===== config.mk =====
export PLATFORM = sky130hd
export DESIGN_NAME = switch_debounce2
export DESIGN_NICKNAME = d
export VERILOG_FILES = /design/src/rtl/switch_debounce2_pkg.sv /design/src/rtl/debounce_bit.sv /design/src/rtl/switch_debounce2.sv
export SDC_FILE = /design/constraint.sdc
export NUM_CORES = 1
export LEC_CHECK = 0
export ABC_CLOCK_PERIOD_IN_PS = 6250
export CORE_UTILIZATION = 65
export CTS_CLUSTER_DIAMETER = 80
export DETAILED_ROUTE_END_ITERATION = 12
export PLACE_DENSITY = 0.84
export SYNTH_ARGS = -nofsm -noshare
export SYNTH_HDL_FRONTEND = slang
export SYNTH_HIERARCHICAL = 1
export SYNTH_SLANG_ARGS = --single-unit

===== constraint.sdc =====
create_clock -name clk -period 6.25 [get_ports clk]
set_clock_uncertainty 0.2 [all_clocks]
set_input_delay 1.25 -clock clk [delete_from_list [all_inputs] [get_ports clk]]
set_output_delay 1.25 -clock clk [all_outputs]
set_load 0.02 [all_outputs]

===== src/rtl/switch_debounce2_pkg.sv =====
// Board constants and helpers shared by the switch debounce slice.
package switch_debounce2_pkg;

  localparam int CLK_HZ      = 100_000_000;
  localparam int DEBOUNCE_MS = 10;

  localparam int DEBOUNCE_CYCLES_DEF = (CLK_HZ / 1000) * DEBOUNCE_MS;

  function automatic int cnt_width(input int cycles);
    return $clog2(cycles);
  endfunction

endpackage


===== src/rtl/debounce_bit.sv =====
// One switch bit: synchronizer, stability counter, IDLE/COUNT FSM and
// stable flop. accept is high in the cycle before q takes its new value.
module debounce_bit
  import switch_debounce2_pkg::*;
#(
  parameter int DEBOUNCE_CYCLES = 8,
  parameter int SYNC_STAGES     = 2
) (
  input  logic clk,
  input  logic rst,
  input  logic d,
  output logic q,
  output logic accept
);

  localparam int CW = cnt_width(DEBOUNCE_CYCLES);
  localparam logic [CW-1:0] CNT_MAX = CW'(DEBOUNCE_CYCLES - 1);

  localparam logic S_IDLE  = 1'b0;
  localparam logic S_COUNT = 1'b1;

  logic [SYNC_STAGES-1:0] r_sync;
  logic [CW-1:0]          r_cnt;
  logic                   r_q;
  logic                   r_state;

  logic          w_state_nxt;
  logic [CW-1:0] w_cnt_nxt;
  logic          w_q_nxt;
  logic          w_accept;
  logic          w_sync_q;
  logic          w_diff;
  logic          w_last;

  assign w_sync_q = r_sync[SYNC_STAGES-1];
  assign w_diff   = w_sync_q != r_q;
  assign w_last   = r_cnt == CNT_MAX;

  always_ff @(posedge clk or posedge rst) begin
    if (rst) r_state <= S_IDLE;
    else     r_state <= w_state_nxt;
  end

  always_comb begin
    w_state_nxt = r_state;
    case (r_state)
      S_IDLE:  if (w_diff) w_state_nxt = S_COUNT;
      S_COUNT: if (!w_diff || w_last) w_state_nxt = S_IDLE;
    endcase
  end

  always_comb begin
    w_cnt_nxt = r_cnt;
    w_q_nxt   = r_q;
    w_accept  = 1'b0;
    case (r_state)
      S_IDLE: begin
        if (w_diff) w_cnt_nxt = CW'(1);
      end
      S_COUNT: begin
        if (!w_diff) begin
          w_cnt_nxt = '0;
        end else if (w_last) begin
          w_cnt_nxt = '0;
          w_q_nxt   = w_sync_q;
          w_accept  = 1'b1;
        end else begin
          w_cnt_nxt = r_cnt + CW'(1);
        end
      end
    endcase
  end

  always_ff @(posedge clk or posedge rst) begin
    if (rst) begin
      r_sync <= '0;
      r_cnt  <= '0;
      r_q    <= 1'b0;
    end else begin
      r_sync <= {r_sync[SYNC_STAGES-2:0], d};
      r_cnt  <= w_cnt_nxt;
      r_q    <= w_q_nxt;
    end
  end

  assign q      = r_q;
  assign accept = w_accept;

endmodule


===== src/rtl/switch_debounce2.sv =====
// Two independently debounced slide switches published as a 2-bit code
// with a one-cycle change strobe aligned to the code update.
module switch_debounce2
  import switch_debounce2_pkg::*;
#(
  parameter int DEBOUNCE_CYCLES = DEBOUNCE_CYCLES_DEF,
  parameter int SYNC_STAGES     = 2
) (
  input  logic       clk,
  input  logic       rst,
  input  logic [1:0] sw_in,
  output logic [1:0] x_out,
  output logic       x_changed
);

  logic [1:0] w_accept;
  logic       r_changed;

  debounce_bit #(
    .DEBOUNCE_CYCLES(DEBOUNCE_CYCLES),
    .SYNC_STAGES    (SYNC_STAGES)
  ) u_bit0 (
    .clk   (clk),
    .rst   (rst),
    .d     (sw_in[0]),
    .q     (x_out[0]),
    .accept(w_accept[0])
  );

  debounce_bit #(
    .DEBOUNCE_CYCLES(DEBOUNCE_CYCLES),
    .SYNC_STAGES    (SYNC_STAGES)
  ) u_bit1 (
    .clk   (clk),
    .rst   (rst),
    .d     (sw_in[1]),
    .q     (x_out[1]),
    .accept(w_accept[1])
  );

  // Registered on the same edge that updates x_out, so they stay aligned.
  always_ff @(posedge clk or posedge rst) begin
    if (rst) r_changed <= 1'b0;
    else     r_changed <= |w_accept;
  end

  assign x_changed = r_changed;

endmodule


# == Word-level counts from Yosys, hierarchy flattened ==
# Index checks and enable logic that the tools add are counted.
# word_totals
register_bits,49
latchBits,0
ramBits,0
rom_bits,0
out_inout_bits,3
word_cells,46
n_memories,0
# classes
n_addsub,2
n_mul,0
div_mod_pow,0
order_cmp,0
eq_ne,6
n_shift,0
n_mux,20
bitwise_logic,2
reduce_logical,7
# op_table
cell,n
two-way mux 20 bit,6
one-hot mux 20 bit (2 select lines),2
"adder 20 x 1 -> 20 bit, second input constant",2
"== test 20 bit, second input constant",2
two-way mux 1 bit,10
AND reduction 3 bit,2
"inequality test 2 x 1 -> 1 bit, second input constant",2
one-hot mux 1 bit (2 select lines),2
logical NOT 1 bit,2
logical OR 1 bit,2
inequality test 1 bit,2
NOT 1 bit,2
OR reduction 2 bit,1

# == Longest topological paths before layout ==
# Gate-level depths: netlist of the first run.
# logic_depth
ltp_word,5
ltp_mapped,8
mapped_depth_nobuf,6

# == By module ==
# The synthesis of the first run kept the hierarchy.
# by_module_without_submodules
mod,n_inst,cells_per_inst,area_each_um2,seq_area_each_um2
debounce_bit,2,138,1321.3,600.6
switch_debounce2,1,3,35.0,25.0

# == Worst setup path after synthesis of the first run ==
# Ideal clock, no wire load.
# synth_timing
kind,reg-to-reg
from,reg u_bit0.r_cnt[0]
to,reg u_bit0.r_cnt[17]
setup_time_ps,126
t_arrival_ps,1780
required_time_ps,5924
setup_slack_ps,4144
stages_incl_launch_ff,8
path_buffers,1
path_cell_list,dfrtp_1 > ha_1 > and3_1 > nand3_2 > o311a_1 > buf_6 > and3_1 > a221o_1
# synth_via
elab_chain_len,4
# synth_lines
item,line,source
"start, declared",debounce_bit.sv:23,logic [CW-1:0] r_cnt;
"start signal, assigned",debounce_bit.sv:81,r_cnt <= w_cnt_nxt;
adder 20 x 1 -> 20 bit or == test 20 bit (tied branches),"debounce_bit.sv:68, debounce_bit.sv:37",
two-way mux 20 bit (*),debounce_bit.sv:63,end else if (w_last) begin
two-way mux 20 bit (*),debounce_bit.sv:61,if (!w_diff) begin
one-hot mux 20 bit (2 select lines) (*),debounce_bit.sv:56,case (r_state)
# Mark *: on every way between the ends. The rest lies on a longest branch, timed or not.
# A chain may end at the register's enable or synchronous reset.

# == Final worst setup path of the first run ==
# layout_timing
from,reg u_bit1.r_q (netlist: u_bit1/q)
to,out x_out[1]
# layout_lines
item,line,source
"start, declared",debounce_bit.sv:24,logic r_q;
"start signal, assigned",debounce_bit.sv:82,r_q <= w_q_nxt;
"end, declared",switch_debounce2.sv:12,"output logic [1:0] x_out,"
# No word-level cell between the ends.

==> summary.md, run 1 <==
| Metric | Value |
|---|---|
| Critical-path top delay cell | clkdlybuf4s50_1 |
| PortBufs | 6 |
| Worst EP required | 4.80 ns |
| CP delay by family, top | buffers and inverters |
| GPL Wtd Cong | 0.823 |
| Critical Path End | x_out[1] |
| Drt first-iter violations | 171 |
| Avg WL per Cell | 15.2 um |
| Most used flip-flop cell after synthesis | dfrtp_1 |
| Avg Vias per Cell | 6.38 |
| Vias | 2085 |
| Fmax | 360 MHz |
| Pin count of the biggest net entering global routing | 30 |
| Total grt overflow | 0 |
| Top-count cell post-synth | dfrtp_1 |
| Final hold vios | 0 |
| Area grow syn2layout | 4.35% |
| Warnings from Yosys | 6 |
| Critical Path Sink Type | output port |
| M1 GR Usage | 31.5% |
| Static Leak | 1.22 nW |
| Vias in the first global route | 1780 |
| Die Y | 66.2 um |
| TNS Setup | 0 ns |
| Actual slew at the worst max-slew pin | 0.979 ns |
| Status | completed |
| Reg2Reg Depth | 6 |
| Final worst path period need | 2.78 ns |
| Num CTS Buffers | 5 |
| Most instantiated cells after synthesis | dfrtp_1 (49), nand2_1 (40), a31oi_1 (18), nor2_1 (18), nand3_1 (16) |
| Final core occ | 73.6% |
| Post-synth EDFFs | 0 |
| FF+latch count, synth | 49 |
| Post-Syn Nets | 285 |
| Row cnt | 22 |
| WP depth | 1 |
| ANT nets after route | 0 |
| CTS tree | built |
| Residual DRC | 0 |
| Maxcap violations | 0 |
| Clk root buf | clkbuf_8 |
| Count of cell types in the netlist | 40 |
| PostCTS Resize Cnt | 0 |
| WL final | 4.97 mm |
| Register area share after synthesis | 45.8% |
| Hold_buf cts | 0 |
| Die outline width | 66.2 um |
| Post-CTS Setup Bufs | 0 |
| Worst vdd ir | 188 uV |
| Synth Area per Inst | 9.60 um2 |
| Max_slew headroom | 34.8% |
| Mapped Cells | 279 |
| Cell Pwr Density | 205 nW/um2 |
| Core area | 3800 um2 |
| Clk Latency, worst-skew pair | 0.31 ns |
| ANT cells | 0 |
| Top-area cell type share of the netlist area | 45.8% |
| Critical path arrival | 1.33 ns |
| RR Endpoint | u_bit1/r_cnt[17] |
| Total Routing Usage GR | 25.0% |
| Critical Path Start Type | flop |
| Count of pins over their slew limit | 0 |
| Sink Count | 49 |
| RSZ-0062 raised after global routing | no |
| GR peak layer | met2 |
| CTS max path bufs | 2 |
| Period utilization | 44.4% |
| Worst R2R Start | u_bit1/r_cnt[0] |
| Slowest stage delay, CP | 0.62 ns |
| Initial antenna violation count | 0 |
| Number of placed I/O pins | 7 |
| Fillers | 279 |
| Met2 Track Usage GR | 42.3% |
| Critical path, cell by cell | clkdlybuf4s50_1 |
| Kind of path behind the tightest hold check | flop to flop |
| H-tree Lvls | 2 |
| Drt pass-1 iters | 4 |
| WP buf/inv | 1 |
| Die ar. | 4380 um2 |
| Mapped cell area | 2680 um2 |
| Synth top area cells | dfrtp_1 (46%), nand2_1 (5.6%), a31oi_1 (4.2%), a21o_1 (3.4%), nand3_1 (3.0%) |
| Initial Util | 70.5% |
| First-pass GRT wire length | 8.01 mm |
| CP Launch Point | u_bit1/q |
| Async SR Flop Fraction | 100% |
| Yosys top cell by area | dfrtp_1 |
| Fin nets | 284 |
| R2R Setup Slk | 3.62 ns |
| CP Max Fanout | 3 |
| Critical path class | flop to output port |
| Routing usage on met3 | 4.14% |
| Clk slew on worst S/H paths | 0.09 ns |
| Final HPWL DP | 3.43 mm |
| Ratio of cells with drive above 1 in the final layout | 8.60% |
| Final setup vio count | 0 |
-- per-stage QoR --
step	hold slack [ns]	total power, mW	std cells	setup slack (ns)	instance area, um2
after floorplan	0.131	0.384	279	4.14	2680
after detailed placement	0.138	0.395	319	3.61	2710
final	0.154	0.573	327	3.47	2790
after CTS	0.157	0.576	327	3.47	2790
after global placement	0.133	0.394	319	3.64	2710
after global routing	0.161	0.596	327	3.45	2790
-- final cells by class --
class	count	area [um2]	share of cell area, %
multi-input cells	211	1340	48.1
flip-flops and latches	49	1230	43.9
clock buffers	5	68.8	2.46
repair buffers	6	60.1	2.15
well taps	48	60.1	2.15
inverters	5	18.8	0.672
clock inverters	3	17.5	0.627
-- sequential cells by signal, indices dropped and copies added, names as in the netlist, 2 cells and up --
signal,flops
u_bit0/r_cnt,20
u_bit0/r_sync,2
u_bit1/r_cnt,20
u_bit1/r_sync,2
-- placed cells by master, fill, tap and decap left out, drive strengths merged, types with 3 or more instances in the layout --
cell           synthesis  layout
dfrtp                 49      49
nand2                 40      40
nor2                  18      18
a31oi                 18      18
nand3                 18      18
a21o                  12      12
a21oi                 12      12
nand4                 12      12
o21ai                 10      10
nor3                   8       8
nor4                   8       8
clkdlybuf4s50          0       6
and3                   6       6
a22o                   6       6
inv                    5       5
clkbuf                 4       5
a41oi                  4       4
o311ai                 4       4
and2                   4       4
nand2b                 4       4
or2                    3       3
-- report_power, final --
group	switching [mW]	internal (mW)	leakage [nW]
registers	0.0130	0.329	0.663
clock network	0.106	0.0773	0.0439
logic	0.0295	0.0175	0.510
-- cell families after synthesis --
group	count (synthesis)	share of synthesized area, %
fa+ha+maj	2	0.934
buf+inv	19	4.07
flops	49	45.8
xor+xnor	4	1.31
mux	4	1.59
simple gates	125	26.9
compound gates	76	19.4
-- metal layers --
metal  part of all wire [%]  up-vias
met2                     49       48
li1                       -     1040
met3                    4.1        6
met1                     46      991
met4                    1.1        0
met5                      0        -
-- how the worst min path moves through the flow --
| stage | start | endpoint | slack [ns] | cells past startpoint |
|---|---|---|---|---|
| after detailed placement | u_bit1/r_sync[0] | u_bit1/r_sync[1] | 0.14 | 0 |
| after global placement | u_bit0/r_sync[0] | u_bit0/r_sync[1] | 0.13 | 0 |
| after global routing | u_bit0/r_sync[0] | u_bit0/r_sync[1] | 0.16 | 0 |
| final | u_bit0/r_sync[0] | u_bit0/r_sync[1] | 0.15 | 0 |
| after floorplan | u_bit0/r_sync[0] | u_bit0/r_sync[1] | 0.13 | 0 |
| after CTS | u_bit0/r_sync[0] | u_bit0/r_sync[1] | 0.16 | 0 |
No activity file was read; power rests on OpenSTA's default activity.
==> run 2, diff against run 1 <==
Settings changed: ABC_CLOCK_PERIOD_IN_PS 6250 to 2260, CORE_UTILIZATION 65 to 55, PLACE_DENSITY 0.84 to 0.76.
Clock period 6.25 ns to 2.26 ns, I/O delays scaled along.
==> run 2 against run 1 <==
  * Sequential share of layout area shrank 4.8 points
  * Worst setup slack got worse by 3.4 ns
  * Final cell count rose by 13%
  * Hold slack got worse by 0.017 ns
  * Critical endpoint is now u_bit0/r_cnt[3]
  * Largest power group unchanged
==> summary.md, run 2 (synthesis results as in run 1) <==
| Metric | Value |
|---|---|
| Non-Filler Instances | 369 |
| Die outline width | 71.8 um |
| Clk Latency, worst-skew pair | 0.30 ns |
| CTS max path bufs | 2 |
| Drt first-iter violations | 234 |
| CTS tree | built |
| Core area | 4690 um2 |
| ANT cells | 0 |
| TNS Setup | 0 ns |
| Critical path class | flop to flop |
| Multi-input gate area | 1370 um2 |
| Actual slew at the worst max-slew pin | 0.408 ns |
| Vias in the first global route | 2132 |
| Drt pass-1 iters | 5 |
| Clk root buf | clkbuf_8 |
| Area grow syn2layout | 17.1% |
| Row cnt | 25 |
| R2R Setup Slk | 0.1 ns |
| Initial Util | 57.1% |
| First-pass GRT wire length | 10.1 mm |
| Critical path, cell by cell | ha_2 > and3_1 > nand3_2 > o311a_4 > buf_12 > a21o_1 > a22o_1 |
| Commonest non-fill, non-tap cell in the layout | dfrtp_1 |
| Cell Pwr Density | 540 nW/um2 |
| Initial antenna violation count | 0 |
| Worst vdd ir | 444 uV |
| Fmax | 463 MHz |
| Total grt overflow | 0 |
| PortBufs | 6 |
| Pin count of the biggest net entering global routing | 30 |
| Critical Path Start Type | flop |
| DP Cell Count | 359 |
| Avg WL per Cell | 15.5 um |
| Number of placed I/O pins | 7 |
| Avg Vias per Cell | 6.31 |
| Die Y | 71.8 um |
| WP buf/inv | 1 |
| Fillers | 368 |
| Slowest stage delay, CP | 0.42 ns |
| Worst EP required | 2.26 ns |
| Final worst path period need | 2.16 ns |
| Period utilization | 95.6% |
| ANT nets after route | 0 |
| Final HPWL DP | 3.95 mm |
| H-tree Lvls | 2 |
| Total power | 1.69 mW |
| WL final | 5.72 mm |
| Count of pins over their slew limit | 0 |
| Kind of path behind the tightest hold check | primary input to asynchronous set/reset pin |
| CP Max Fanout | 22 |
| Status | completed |
| Vias | 2327 |
| Final setup vio count | 0 |
| Most frequent cells in the layout | dfrtp_1 (48), nand2_1 (40), buf_4 (34) |
| Critical-path top delay cell | o311a_4 |
| Critical Path Sink Type | flop |
| Die ar. | 5150 um2 |
| CP delay by family, top | compound AO/OA/AOI/OAI gates |
| Static Leak | 1.42 nW |
| Ratio of cells with drive above 1 in the final layout | 20.6% |
| Num CTS Buffers | 5 |
| Flip-flop and latch area | 1230 um2 |
| Residual DRC | 0 |
| Maxcap violations | 0 |
| Sink Count | 49 |
| GPL Wtd Cong | 0.824 |
| Critical path arrival | 2.16 ns |
| Top flop regs | u_bit0/r_cnt: 20 flops, u_bit1/r_cnt: 20 flops |
| Fin nets | 320 |
| Placed cell area | 3000 um2 |
| Final core occ | 66.9% |
| Total Routing Usage GR | 25.2% |
| Fin area | 3140 um2 |
| Clk slew on worst S/H paths | 0.09 ns |
| Max_slew headroom | 72.7% |
| Final hold vios | 0 |
run 2: metrics by stage:
| step | hold WS (ns) | setup slack (ns) |
|---|---|---|
| 6_report | 0.137 | 0.0988 |
| 3_3_place_gp | 0.138 | 0.132 |
| 3_5_place_dp | 0.139 | 0.0664 |
| 4_1_cts | 0.137 | 0.0468 |
| 2_1_floorplan | -0.0193 | 0.154 |
| 5_1_grt | 0.151 | -0.00420 |
run 2: path summary, 6_finish.rpt:
check	cells after the start	start	end
max	7	u_bit0/r_cnt[1]	u_bit0/r_cnt[3]
min	2	rst	x_changed
max reg2reg	7	u_bit0/r_cnt[1]	u_bit0/r_cnt[3]
min reg2reg	0	u_bit1/r_sync[0]	u_bit1/r_sync[1]
max in group asynchronous	3	rst	u_bit1/r_cnt[13]
min in group clk	0	u_bit1/r_sync[0]	u_bit1/r_sync[1]
run 2: final cells by class:
class / count / share of cell area [%]
flip-flops and latches: 49 / 39.1
clock inverters: 1 / 0.160
inverters: 5 / 0.598
multi-input cells: 211 / 43.6
clock buffers: 7 / 3.07
repair buffers: 42 / 11.3
well taps: 54 / 2.15
run 2: where the power goes:
group | total (mW) | leakage [nW] | internal (mW) | switching (mW)
sequential | 0.946 | 0.661 | 0.911 | 0.0350
clock | 0.572 | 0.0542 | 0.277 | 0.294
combinational | 0.177 | 0.702 | 0.0801 | 0.0969
run 2: timing repair:
action	CTS	global route
gates resized for setup	0	5
endpoints found under the setup margin	0	9
hold endpoints to repair	0	0
hold buffers	0	0
setup buffers	0	2
run 2: routing by layer:
layer	part of all wire (%)	wire [um]	track usage, %	up-vias
met4	2.4	136	10.2	0
met1	48	2730	37.3	1126
met3	4.2	240	5.06	15
met5	0	0	0	-
met2	46	2610	36.2	68
li1	-	-	-	1118
run 2: worst reg2reg max path: stages (launching register included):
cell	delay, ns
dfrtp_1	0.37
ha_2	0.21
and3_1	0.20
nand3_2	0.13
o311a_4	0.43
buf_12	0.16
a21o_1	0.18
a22o_1	0.18
==> run 3, diff against run 2 <==
Settings changed: CAP_MARGIN from default to 25.
==> results of run 3 <==
The final DEF is identical to that of run 2; final timing and power are the same.
